[src/rtl/writeback_pkg.sv]
// Shared encodings for the writeback stage: result sources, load size codes,
// FSM states and the captured per-instruction control bundle.
package writeback_pkg;

  localparam logic [1:0] SRC_ALU  = 2'b00;
  localparam logic [1:0] SRC_LOAD = 2'b01;
  localparam logic [1:0] SRC_PC4  = 2'b10;
  localparam logic [1:0] SRC_IMM  = 2'b11;

  localparam logic [2:0] F3_LB  = 3'b000;
  localparam logic [2:0] F3_LH  = 3'b001;
  localparam logic [2:0] F3_LW  = 3'b010;
  localparam logic [2:0] F3_LBU = 3'b100;
  localparam logic [2:0] F3_LHU = 3'b101;

  typedef enum logic {
    IDLE     = 1'b0,
    WAIT_RSP = 1'b1
  } wb_state_e;

  typedef struct packed {
    logic       reg_write;
    logic [1:0] result_src;
    logic [2:0] funct3;
    logic [1:0] byte_off;
  } wb_ctrl_t;

  // Byte loads are always aligned; unknown size codes behave as word loads.
  function automatic logic is_misaligned(input logic [2:0] f3, input logic [1:0] off);
    case (f3)
      F3_LB, F3_LBU: return 1'b0;
      F3_LH, F3_LHU: return off[0];
      default:       return off != 2'b00;
    endcase
  endfunction

endpackage

[src/rtl/load_align_ext.sv]
// Picks the addressed byte/half out of an aligned memory word and extends it
// to the datapath width according to the load size code.
module load_align_ext
  import writeback_pkg::*;
#(
  parameter int XLEN = 32
) (
  input  logic [2:0]      funct3,
  input  logic [1:0]      byte_off,
  input  logic [XLEN-1:0] word,
  output logic [XLEN-1:0] data
);

  logic [3:0][7:0]  bytes;
  logic [1:0][15:0] halves;
  logic [7:0]       b;
  logic [15:0]      h;

  assign bytes  = word[31:0];
  assign halves = word[31:0];
  assign b      = bytes[byte_off];
  assign h      = halves[byte_off[1]];

  always_comb begin
    data = word;
    case (funct3)
      F3_LB:   data = {{(XLEN-8){b[7]}}, b};
      F3_LH:   data = {{(XLEN-16){h[15]}}, h};
      F3_LBU:  data = {{(XLEN-8){1'b0}}, b};
      F3_LHU:  data = {{(XLEN-16){1'b0}}, h};
      default: data = word;
    endcase
  end

endmodule

[src/rtl/writeback_unit.sv]
// Writeback stage: non-load results retire one cycle after acceptance, loads
// block in WAIT_RSP until the data-memory response arrives.
module writeback_unit
  import writeback_pkg::*;
#(
  parameter int XLEN      = 32,
  parameter int RF_ADDR_W = 5,
  parameter int CNT_W     = 64
) (
  input  logic                 clk,
  input  logic                 rst_n,
  input  logic                 m_valid,
  output logic                 m_ready,
  input  logic                 m_reg_write,
  input  logic [RF_ADDR_W-1:0] m_rd,
  input  logic [1:0]           m_result_src,
  input  logic [2:0]           m_funct3,
  input  logic [1:0]           m_byte_off,
  input  logic [XLEN-1:0]      m_alu_result,
  input  logic [XLEN-1:0]      m_pc_plus4,
  input  logic [XLEN-1:0]      m_imm,
  input  logic                 dmem_rsp_valid,
  input  logic [XLEN-1:0]      dmem_rsp_data,
  output logic                 rf_we,
  output logic [RF_ADDR_W-1:0] rf_rd,
  output logic [XLEN-1:0]      rf_wdata,
  output logic                 load_misalign,
  output logic [CNT_W-1:0]     instret
);

  localparam int STAGES = 1;

  wb_state_e            state, state_nxt;
  wb_ctrl_t             ctrl_q;
  logic [RF_ADDR_W-1:0] rd_q;
  logic [XLEN-1:0]      opnd_sel, opnd_q, ld_data, wb_data;
  logic [STAGES:0]      vld_pipe;
  logic                 accept, is_load, cmp_ld, complete, misalign;

  assign accept      = m_valid & m_ready;
  assign is_load     = (m_result_src == SRC_LOAD);
  assign vld_pipe[0] = accept & ~is_load;

  // Load slot carries the address; it is never written back.
  always_comb begin
    opnd_sel = m_alu_result;
    case (m_result_src)
      SRC_ALU:  opnd_sel = m_alu_result;
      SRC_LOAD: opnd_sel = m_alu_result;
      SRC_PC4:  opnd_sel = m_pc_plus4;
      SRC_IMM:  opnd_sel = m_imm;
    endcase
  end

  always_ff @(posedge clk or negedge rst_n) begin
    if (!rst_n) state <= IDLE;
    else        state <= state_nxt;
  end

  always_comb begin
    state_nxt = state;
    case (state)
      IDLE:     if (accept && is_load) state_nxt = WAIT_RSP;
      WAIT_RSP: if (dmem_rsp_valid)    state_nxt = IDLE;
    endcase
  end

  always_comb begin
    m_ready = (state == IDLE);
  end

  always_ff @(posedge clk or negedge rst_n) begin
    if (!rst_n) begin
      ctrl_q <= '0;
      rd_q   <= '0;
      opnd_q <= '0;
    end else if (accept) begin
      ctrl_q <= '{reg_write: m_reg_write, result_src: m_result_src,
                  funct3: m_funct3, byte_off: m_byte_off};
      rd_q   <= m_rd;
      opnd_q <= opnd_sel;
    end
  end

  always_ff @(posedge clk or negedge rst_n) begin
    if (!rst_n) vld_pipe[STAGES:1] <= '0;
    else        vld_pipe[STAGES:1] <= vld_pipe[STAGES-1:0];
  end

  load_align_ext #(.XLEN(XLEN)) u_align (
    .funct3   (ctrl_q.funct3),
    .byte_off (ctrl_q.byte_off),
    .word     (dmem_rsp_data),
    .data     (ld_data)
  );

  assign cmp_ld   = (state == WAIT_RSP) && dmem_rsp_valid && (ctrl_q.result_src == SRC_LOAD);
  assign misalign = cmp_ld && is_misaligned(ctrl_q.funct3, ctrl_q.byte_off);
  assign complete = vld_pipe[STAGES] | cmp_ld;
  assign wb_data  = cmp_ld ? ld_data : opnd_q;

  // A misaligned load retires nothing: address/data registers keep their last write.
  always_ff @(posedge clk or negedge rst_n) begin
    if (!rst_n) begin
      rf_we         <= 1'b0;
      rf_rd         <= '0;
      rf_wdata      <= '0;
      load_misalign <= 1'b0;
      instret       <= '0;
    end else begin
      rf_we         <= 1'b0;
      load_misalign <= misalign;
      if (complete && !misalign) begin
        rf_we    <= ctrl_q.reg_write && (rd_q != '0);
        rf_rd    <= rd_q;
        rf_wdata <= wb_data;
        instret  <= instret + 1'b1;
      end
    end
  end

endmodule
[config.mk]
export PLATFORM = sky130hd
export DESIGN_NAME = writeback_unit
export DESIGN_NICKNAME = d
export VERILOG_FILES = /design/src/rtl/writeback_pkg.sv /design/src/rtl/load_align_ext.sv /design/src/rtl/writeback_unit.sv
export SDC_FILE = /design/constraint.sdc
export NUM_CORES = 1
export LEC_CHECK = 0
export ABC_AREA = 1
export BUFFER_PORTS_ARGS = -buffer_cell sky130_fd_sc_hd__buf_2
export CORE_ASPECT_RATIO = 0.75
export CORE_MARGIN = 8
export CORE_UTILIZATION = 45
export CTS_CLUSTER_SIZE = 40
export DETAILED_ROUTE_END_ITERATION = 16
export PLACE_DENSITY = 0.75
export SYNTH_ARGS = -nofsm -noshare
export SYNTH_HDL_FRONTEND = slang
export SYNTH_SLANG_ARGS = --single-unit
[constraint.sdc]
create_clock -name clk -period 2 [get_ports clk]
set_input_delay 0.4 -clock clk [delete_from_list [all_inputs] [get_ports clk]]
set_output_delay 0.4 -clock clk [all_outputs]
set_load 0.01 [all_outputs]
# == After elaboration in Yosys (flattened, before gate mapping) ==
# Cells that the tools add are included.
# totals
elab_cells,54
in_bits,145
output_inout_bits,104
register_bits,150
# classes
n_reduce_logical,14
n_bitwise,5
eq_ne,7
order_cmp,2
n_mux,12
add_sub_neg,1
# op_table
cell,n
$pmux W32 S4,1
$pmux W32 S3,1
$add A64 B1 Y64 const B,1
$mux W16,2
$mux W32,1
$bmux W8 S2,1
$mux W8,1
$eq A3 B3 Y1 const B,2
$logic_and A1 B1 Y1,6
$reduce_or A2 Y1,3
$reduce_bool A5 Y1,1
$eq A2 B1 Y1 const B,2
$eq A2 B2 Y1 const B,2
$pmux W1 S2,2
$eq A3 B1 Y1 const B,1
$logic_not A3 Y1,1
$lt A2 B3 Y1 const B,1
$mux W1,3
$and A1 B1 Y1,2
$logic_not A2 Y1,1
$lt A1 B2 Y1 const B,1
$not A1 Y1,2
$reduce_bool A2 Y1,1
$logic_not A1 Y1,1
$or A1 B1 Y1,1

# == Longest topological paths before layout ==
# Gate-level depths: netlist of the first run.
# logic_depth
depth_word,7
depth_mapped,13
depth_no_buf,11

# == By module ==
# From an unflattened synthesis of the first run, not the netlist that was laid out.
# hier_totals
hier_cells,1222
hier_area_um2,8904.8
# modules_own_cells
mod,cells_per_inst,area_per_inst_um2,n_inst,seq_area_each_um2
writeback_unit,1026,7890.1,1,3753.6
load_align_ext,196,1014.7,1,0.0

# == Least setup slack after synthesis of the first run ==
# Ideal clock, no wire load.
# synth_timing
kind,register -> register
from,reg instret[0]
to,reg instret[34]
stages_incl_launch_ff,10
path_slack_ns,0.315
setup_time_ns,0.126
required_time_ns,1.874
path_buffers,0
t_arrival_ns,1.558
synth_period_minus_slack_ns,1.685
cell_sequence,dfrtp_1 -> ha_1 -> inv_1 -> nor2_2 -> nand2_1 -> nor2_2 -> nand2_2 -> nor2_4 -> nand2_1 -> xnor2_1
# synth_via
elab_chain_cells,1
# synth_lines
item,line_no,rtl
start: declaration,writeback_unit.sv:28,output logic [CNT_W-1:0] instret
start signal: assignment,writeback_unit.sv:117,instret <= instret + 1'b1;
$add A64 B1 Y64,writeback_unit.sv:117,
# Every way passes these cells.
# A chain may end at the register's enable or synchronous reset.

# == Worst setup path in the final report of the first run ==
# layout_timing
from,reg instret[18]
to,reg instret[28]
# Same word-level chain as after synthesis.

==> results.yml, run 1 <==
sta:
  fmaxAchievable_ghz: 0.5298
  rsz0062_at_grt: "no"
  hold_viol_final: 0
  setup_violations: 0
  clock_skew_ns: 0.01284
  tns_ns: 0
  tightest_slew_ns: 0.9954
  drv_slew: 0
  relSlewSlack_pct: 33.23
  finalWorstSetupSlack_ns: 0.1125
  finalCritPeriodShare_pct: 94.38
  min_period_ns: 1.888
logic_synthesis:
  netlist_area_sq_um: 8936
  yosysWarnings: 0
  ys_seq_elements: 150
  synth_fa_ha_area_share_pct: 0.1400
  synth_top_family_by_area: "simple AND/OR/NAND/NOR gates"
  syn_inst: 1264
  synth.net_count: 1410
  synth-xor-area-share_pct: 3.038
  syn_area_per_cell_sq_um: 7.070
  yosys.area_share.simple_pct: 34.32
  synthMuxAreaShare_pct: 0.8821
  synth_cell_types: 35
  synth_compound_area_share_pct: 12.99
  yosysSeqAreaShare_pct: 42.01
run:
  max_cap_viol_count: 0
global_routing:
  grt_max_degree: 66
  grt_usage_pct: 26.32
  grt_pass1_vias: 9361
  grt_remaining_overflow: 0
  grt_first_pass_wirelength_microns: 51890
  antenna_found_initial: 4
placed_design:
  dpl_worst_slack_ns: 0.1010
  dp_hpwl_microns: 25290
  gp_congestion: 0.9586
  place.port_buffers: 248
cts:
  cts_buffers: 17
  cts_tree: "done"
  clkSinkCount: 150
  clock_path_buffers: 2
  path_clk_slew_ns: 0.07
  cts-root-buf: "clkbuf_16"
  clk_latency_ns: 0.43
  postCtsSetupRepairBufs: 0
  cts_max_level: 4
power:
  internal_power_mw: 6.432
  power_frac_comb_pct: 22.4
  p_sw_share_pct: 33.48
  ir_drop_mv: 0.5651
  power_density_nw_per_um2: 864.6
  p_seq_share_pct: 41.3
  leakage_nw: 5.247
  clockPowerShare_pct: 36.4
  net-switching-power_mw: 3.238
route:
  drc: 0
  vias: 9796
  routed_wl_microns: 33080
  viasPerCell: 5.528
  wl_per_cell_microns: 18.67
  drt_iter0_markers: 1217
  first_pass_iters: 8
  ant_nets: 0
critical_path:
  cp_data_arrival_time_ns: 2.24
  path_depth: 7
  crit_path_start_kind: "flip-flop"
  crit_family: "simple AND/OR/NAND/NOR gates"
  critPathKind: "reg -> reg"
  critPathMaxStageDelay_ns: 0.43
  ff2ff_path_depth: 7
  cp_common_cell: "nor2_1"
  cp_cell_sequence: "nand2_1 > nor2_1 > nand4_1 > inv_1 > nand3_1 > nor2_1 > xor2_1"
  crit_path_top_delay_cell: "dfrtp_1"
  cp.required_ns: 2.35
  worst-path-buf-inv: 1
  cp_max_fo: 4
  cp-end-kind: "flip-flop"
layout:
  drive_above_1_share_pct: 23.04
  final_common_cell: "nand2_1"
  fin_nets: 1648
  most-common-layout-cells: "nand2_1, buf_2, nor2_1"
  fillers: 1850
  area_growth_pct: 25.16
  multi_input_area_sq_um: 4621
  seqCellArea_sq_um: 3755
floorplanning:
  ios: 249
  die-area_sq_um: 24670
  start_util_pct: 45.98
  die_w_microns: 178.7
  die_h_microns: 138.0
  fp.coreArea_sq_um: 19430
  row_count: 44
run_status:
  status: "finished clean"
worst_hold_path:
  holdPathStages: 2
  holdCritPathClass: "in -> reg"
==> worst register-to-register path, cell delays in order, from the launching register on <==
cell,delay (ns)
dfrtp_1,0.43
nand2_1,0.17
nor2_1,0.38
nand4_1,0.26
inv_1,0.10
nand3_1,0.16
nor2_1,0.17
xor2_1,0.15
==> power by group through the flow <==
stage                     Sequential [mW]  Combinational, mW  Clock, mW
after CTS                            3.96               2.15       3.53
after detailed placement             4.01               2.13          0
after global placement               4.00               2.09          0
after floorplan                      4.00               1.06          0
after global routing                 4.04               2.41       3.67
final                                3.99               2.16       3.52
==> per-stage QoR <==
step | power, mW | util, % | hold slack [ns] | area (sq um) | cells
final | 9.670 | 57.55 | 0.2050 | 11180 | 1772
after CTS | 9.645 | 57.35 | 0.1885 | 11150 | 1768
after detailed placement | 6.141 | 54.07 | 0.3652 | 10510 | 1735
after global placement | 6.094 | 54.07 | 0.3647 | 10510 | 1735
after global routing | 10.12 | 57.55 | 0.2041 | 11180 | 1772
after floorplan | 5.056 | - | 0.1044 | 8936 | 1264
==> per-layer routing <==
| metal | global-route usage [%] | vias up | routed length [microns] |
|---|---|---|---|
| li1 | - | 4653 | - |
| met1 | 37.88 | 4540 | 14580 |
| met2 | 37.49 | 551 | 14050 |
| met3 | 7.810 | 52 | 3777 |
| met4 | 7.338 | 0 | 677 |
| met5 | 0 | - | 0 |
==> cells in the mapped netlist <==
cell type | count | area share [%]
xnor2_1 | 15 | 1.5
nor2_1 | 175 | 7.4
o211ai_1 | 25 | 2.1
nor2_4 | 5 | 0.63
nand4_1 | 31 | 2.2
o21ai_0 | 38 | 2.1
nor3_2 | 3 | 0.34
a21oi_1 | 111 | 6.2
inv_2 | 2 | 0.084
nand2_2 | 4 | 0.28
and2_1 | 2 | 0.14
inv_4 | 1 | 0.070
nor2_2 | 9 | 0.63
clkbuf_1 | 32 | 1.3
clkinv_1 | 3 | 0.13
a31oi_1 | 32 | 2.2
a31o_1 | 1 | 0.098
ha_1 | 1 | 0.14
inv_1 | 81 | 3.4
buf_2 | 18 | 1.0
o32ai_1 | 1 | 0.098
nand3b_1 | 5 | 0.42
buf_6 | 1 | 0.13
buf_4 | 3 | 0.25
nand3_1 | 116 | 6.5
xor2_1 | 16 | 1.6
nand2_1 | 360 | 15
buf_1 | 5 | 0.21
nor3_1 | 4 | 0.22
nand3_2 | 2 | 0.22
o21ai_1 | 2 | 0.11
nor3b_1 | 2 | 0.17
mux2_2 | 7 | 0.88
dfrtp_1 | 150 | 42
nand2_4 | 1 | 0.13
==> registers in the layout (all words and copies together) (netlist names), 5 cells and up <==
| signal | cells |
|---|---|
| opnd_q | 32 |
| ctrl_q | 8 |
| instret | 64 |
| rf_wdata | 32 |
| rd_q | 5 |
| rf_rd | 5 |
==> what timing repair did <==
action                                 4_1_cts  5_1_grt
hold buffers                                 1        0
setup endpoints to repair                    0       16
endpoints found under the hold margin       41        0
resized for setup                            0        9
==> cells by family (layout without fill, tap and decap cells) <==
| logic type | Yosys count | count (layout) |
|---|---|---|
| adders and majority gates | 1 | 1 |
| AOI/OAI and AO/OA | 210 | 210 |
| and+or+nand+nor | 719 | 719 |
| muxes | 7 | 7 |
| other | 0 | 4 |
| xor gates and xnor gates | 31 | 31 |
| DFF | 150 | 150 |
| buffers and inverters | 146 | 397 |
==> path summary, 6_finish.rpt <==
kind	from	slack, ns	endpoint
min in group asynchronous	rst_n	0.48	opnd_q[13]$_DFFE_PN0P_
setup / recovery	instret[18]$_DFFE_PN0P_	0.11	instret[28]$_DFFE_PN0P_
setup reg to reg	instret[18]$_DFFE_PN0P_	0.11	instret[28]$_DFFE_PN0P_
hold reg to reg	rf_rd[3]$_DFFE_PN0P_	0.47	rf_rd[3]$_DFFE_PN0P_
hold / removal	m_rd[2]	0.20	rd_q[2]$_DFFE_PN0P_
max in group asynchronous	rst_n	0.82	ctrl_q[5]$_DFFE_PN0P_
==> layout make-up <==
type / instances / area share (%)
Clock inverter: 13 / 1.745
Tap cell: 253 / 2.830
Timing Repair Buffer: 278 / 13.64
Antenna cell: 4 / 0.08950
Multi-Input combinational cell: 968 / 41.31
Clock buffer: 19 / 3.871
Inverter: 87 / 2.942
Sequential cell: 150 / 33.57
Power figures use the tool's default switching activity.
==> run 2, diff against run 1 <==
==> constraint.sdc (replaced) <==
create_clock -name clk -period 2.1 [get_ports clk]
set_input_delay 0.42 -clock clk [delete_from_list [all_inputs] [get_ports clk]]
set_output_delay 0.42 -clock clk [all_outputs]
set_load 0.01 [all_outputs]
==> results.yml, run 2 (same netlist as run 1, synthesis figures left out) <==
run_status:
  status: "finished clean"
cts:
  cts_max_level: 4
  postCtsSetupRepairBufs: 0
  cts_tree: "done"
  cts-root-buf: "clkbuf_16"
  clk_latency_ns: 0.43
  clkSinkCount: 150
  clock_path_buffers: 2
  cts_buffers: 17
  path_clk_slew_ns: 0.06
critical_path:
  cp.required_ns: 2.41
  critPathKind: "reg -> reg"
  r2r-end: "instret[57]$_DFFE_PN0P_"
  critPathLaunch: "instret[0]$_DFFE_PN0P_"
  rrSetupSlack_ns: 0.19
  cp_max_fo: 6
  ff2ff_path_depth: 9
  cp-end-kind: "flip-flop"
  cp_data_arrival_time_ns: 2.22
  timing.rr.start: "instret[0]$_DFFE_PN0P_"
  crit_path_start_kind: "flip-flop"
floorplanning:
  die_h_microns: 138.0
  start_util_pct: 45.98
  die-area_sq_um: 24670
  fp.coreArea_sq_um: 19430
  row_count: 44
  die_w_microns: 178.7
  ios: 249
sta:
  setup_violations: 0
  tightest_slew_ns: 1.044
  clock_skew_ns: 0.01739
  drv_slew: 0
  relSlewSlack_pct: 29.96
  finalCritPeriodShare_pct: 90.92
  hold_viol_final: 0
  timing.hold.ws_ns: 0.2253
  fmaxAchievable_ghz: 0.5238
  min_period_ns: 1.909
  tns_ns: 0
  rsz0062_at_grt: "no"
route:
  m1WireLength_microns: 14630
  vias: 9812
  met2WireLength_microns: 13800
  drt_iter0_markers: 1101
  first_pass_iters: 5
  routed_wl_microns: 32610
  ant_nets: 0
  highest_layer: "met4"
  viasPerCell: 5.559
  wl_per_cell_microns: 18.47
  wl_met3_microns: 3594
  drc: 0
power:
  ir_drop_mv: 0.5152
  leakage_nw: 5.202
  power_density_nw_per_um2: 805.6
worst_hold_path:
  holdPathStages: 2
  hold_end: "rd_q[2]$_DFFE_PN0P_"
  min_from: "m_rd[2]"
  holdCritPathClass: "in -> reg"
layout:
  most-common-layout-cells: "nand2_1, buf_2, nor2_1"
  largest-register: "instret"
  stdcell_count: 1765
  largest_register_ffs: 64
  drive_above_1_share_pct: 22.32
  reg.largest.list: "instret (64), opnd_q (32), rf_wdata (32)"
  area_growth_pct: 23.80
  final_common_cell: "nand2_1"
  fillers: 1881
  fin_nets: 1643
global_routing:
  antenna_found_initial: 2
  grt_pass1_vias: 9184
  grt_usage_pct: 25.88
  grt_max_degree: 66
  grt_first_pass_wirelength_microns: 50820
  grt_remaining_overflow: 0
placed_design:
  dp_hpwl_microns: 25020
  place.port_buffers: 248
  post-place-cells: 1730
  gp_congestion: 0.9659
run:
  max_cap_viol_count: 0
[run 2: changes by cell type in the layout (fill, tap and decap cells not counted), moves of 2 or more]
cell,delta
buf_4,-4
nor2_1,+3
bufinv_16,-2
clkinv_4,+2
diode_2,-2
nor2_4,-2
[run 2: metrics by stage]
stage	utilization, %	area (sq um)	worst slack (ns)	power (mW)
6_report	56.93	11060	0.1907	8.913
5_1_grt	56.93	11060	0.01494	9.306
4_1_cts	56.90	11060	0.2104	8.913
3_5_place_dp	53.81	10460	0.1228	5.803
3_3_place_gp	53.81	10460	0.2015	5.768
2_1_floorplan	-	8936	0.4152	4.816
[run 2: critical path, stage by stage, from the launching register on]
cell and delay (ns):
dfrtp_1 0.42, inv_1 0.09, nor2_2 0.24, nand2_1 0.19, nor3_2 0.23, nand3_1 0.26, nor2_1 0.20, nand2_1 0.07
nand2_1 0.05, nand2_1 0.05
[run 2: what timing repair did]
item | in CTS | in global routing
gates resized for setup | 0 | 0
hold endpoints to repair | 45 | 0
hold buffers | 1 | 0
[run 2: worst max path at each step]
stage	end	cells after the start
finish	instret[57]$_DFFE_PN0P_	9
CTS	m_ready	3
global route	instret[41]$_DFFE_PN0P_	9
floorplan	instret[34]$_DFFE_PN0P_	9
detailed placement	opnd_q[23]$_DFFE_PN0P_	4
global placement	opnd_q[30]$_DFFE_PN0P_	4
[run 2: power by group]
group	internal, mW	switching [mW]	leakage [nW]
combinational	0.751	1.27	3.06
clock	1.80	1.31	0.278
sequential	3.33	0.446	1.86
[run 2: layout make-up]
type                       instances  area [sq um]  area share (%)
multi-input combinational        968          4593           41.52
tap                              253         316.6           2.861
antenna                            2         5.005         0.04524
clock buffer                      20         446.7           4.038
sequential                       150          3754           33.93
timing repair buffer             273          1475           13.33
inverter                          87         329.1           2.974
clock inverter                    12         143.9           1.301
[run 2: per-layer routing]
layer  global-route usage, %  up-vias
met4                   7.034        0
li1                        -     4647
met1                   38.73     4594
met2                   35.93      526
met5                       0        -
met3                   6.639       45
==> run 3, diff against run 2 <==
--- a/config.mk
+++ b/config.mk
@@ -12,7 +12,7 @@
 export CORE_UTILIZATION = 45
 export CTS_CLUSTER_SIZE = 40
 export DETAILED_ROUTE_END_ITERATION = 16
-export PLACE_DENSITY = 0.75
+export PLACE_DENSITY = 0.78
 export SYNTH_ARGS = -nofsm -noshare
 export SYNTH_HDL_FRONTEND = slang
 export SYNTH_SLANG_ARGS = --single-unit
==> constraint.sdc (replaced) <==
create_clock -name clk -period 1.6 [get_ports clk]
set_input_delay 0.32 -clock clk [delete_from_list [all_inputs] [get_ports clk]]
set_output_delay 0.32 -clock clk [all_outputs]
set_load 0.01 [all_outputs]
==> results.yml, run 3 (same netlist as run 1, synthesis figures left out) <==
run_status:
  status: "complete, but fails checks"
  violations: "negative setup slack"
route:
  met2WireLength_microns: 18150
  drt_iter0_markers: 1573
  viasPerCell: 5.740
  ant_nets: 0
  drc: 0
  wl_per_cell_microns: 20.80
  m1WireLength_microns: 16520
  first_pass_iters: 6
  routed_wl_microns: 41400
  highest_layer: "met5"
  vias: 11420
  wl_met3_microns: 5080
global_routing:
  grt_pass1_vias: 10660
  antenna_found_initial: 1
  grt_usage_pct: 30.44
  grt_max_degree: 66
  grt_first_pass_wirelength_microns: 59010
  grt_remaining_overflow: 0
power:
  ir_drop_mv: 0.8278
  total_power_mw: 13.10
  leakage_nw: 6.677
  power_density_nw_per_um2: 944.9
layout:
  largest-register: "instret"
  design_area_sq_um: 13870
  drive_above_1_share_pct: 41.71
  stdcell_count: 1990
  area_growth_pct: 55.18
  largest_register_ffs: 64
  most-common-layout-cells: "nand2_1, buf_2, buf_4"
  final_common_cell: "nand2_1"
  reg.largest.list: "instret (64), opnd_q (32), rf_wdata (32)"
  fin_nets: 1869
sta:
  clock_skew_ns: 0.01143
  hold_viol_final: 0
  rsz0062_at_grt: "yes"
  finalWorstSetupSlack_ns: -0.2180
  relSlewSlack_pct: 75.48
  min_period_ns: 1.818
  fmaxAchievable_ghz: 0.5500
  tightest_slew_ns: 0.3655
  finalCritPeriodShare_pct: 113.6
  drv_slew: 0
  setup_violations: 78
placed_design:
  place.port_buffers: 248
  place_area_sq_um: 11840
  post-place-cells: 1898
  dp_hpwl_microns: 29140
  gp_congestion: 1.036
critical_path:
  worst-path-buf-inv: 2
  cp-end-kind: "flip-flop"
  critPathKind: "reg -> reg"
  cp_max_fo: 3
  cp_common_cell: "nand2_1"
  crit_path_top_delay_cell: "dfrtp_1"
  crit_family: "simple AND/OR/NAND/NOR gates"
  cp_cell_sequence: "nand2_1 > nor2_4 > nand2_2 > nor2_1 > buf_4 > buf_4 > nand3_1 > nand2_1 > nand2_1 > nand2_1 > o21ai_0"
  critPathMaxStageDelay_ns: 0.45
  cp.required_ns: 1.93
  cp_data_arrival_time_ns: 2.15
  crit_path_start_kind: "flip-flop"
run:
  max_cap_viol_count: 0
floorplanning:
  ios: 249
  fp.coreArea_sq_um: 19430
  die_w_microns: 178.7
  die_h_microns: 138.0
  start_util_pct: 45.98
  die-area_sq_um: 24670
  row_count: 44
cts:
  cts_tree: "done"
  cts_max_level: 4
  path_clk_slew_ns: 0.07
  cts-root-buf: "clkbuf_16"
  clk_latency_ns: 0.45
  clkSinkCount: 150
  clock_path_buffers: 2
  cts_buffers: 17
worst_hold_path:
  holdCritPathClass: "in -> reg"
run 3: what timing repair did:
item | in CTS | in global routing
pin swaps | 24 | 41
gates resized for setup | 85 | 182
hold buffers | 1 | 0
setup endpoints to repair | 80 | 94
gates cloned | 3 | 5
buffers inserted | 19 | 32
endpoints found under the hold margin | 18 | 0
run 3: cell type report:
type                    count  area (sq um)
diodes                      1         2.502
clock buffers              18         429.2
clock inverters            14         158.9
fillers                  1462          5567
inverters                  87         337.8
multi-input cells         970          5284
flip-flops and latches    150          3774
well taps                 253         316.6
repair buffers            497          3565
run 3: worst paths after layout:
check	start	to	slack, ns	cells after the start
worst min register to register	rf_wdata[12]$_DFFE_PN0P_	rf_wdata[12]$_DFFE_PN0P_	0.48	2
min in group asynchronous	rst_n	ctrl_q[1]$_DFFE_PN0P_	0.31	2
worst max register to register	instret[22]$_DFFE_PN0P_	instret[45]$_DFFE_PN0P_	-0.22	11
worst min-delay path	m_rd[4]	rd_q[4]$_DFFE_PN0P_	0.11	2
worst max-delay path	instret[22]$_DFFE_PN0P_	instret[45]$_DFFE_PN0P_	-0.22	11
max in group asynchronous	rst_n	instret[36]$_DFFE_PN0P_	0.69	3
run 3: power by group:
group          internal [mW]  switching (mW)
logic                   1.77            2.12
clock network           2.22            1.95
registers               4.38           0.654
total                   8.37            4.73
run 3: through the flow:
stage	util, %	setup WS [ns]	hold WS, ns	setup TNS [ns]
2_1_floorplan	-	-0.001545	0.02441	-0.001545
3_3_place_gp	60.92	-0.1556	0.2091	-3.888
3_5_place_dp	60.92	-0.1613	0.2084	-5.685
4_1_cts	66.46	-0.03419	0.09776	-0.1700
5_1_grt	71.34	-0.3049	0.09392	-9.092
6_report	71.36	-0.2180	0.1063	-5.060
run 3: per-layer routing:
layer	track usage [%]	vias to the layer above
li1	-	5105
met1	41.37	5338
met2	45.03	831
met3	9.279	147
met4	10.64	2
met5	0	-
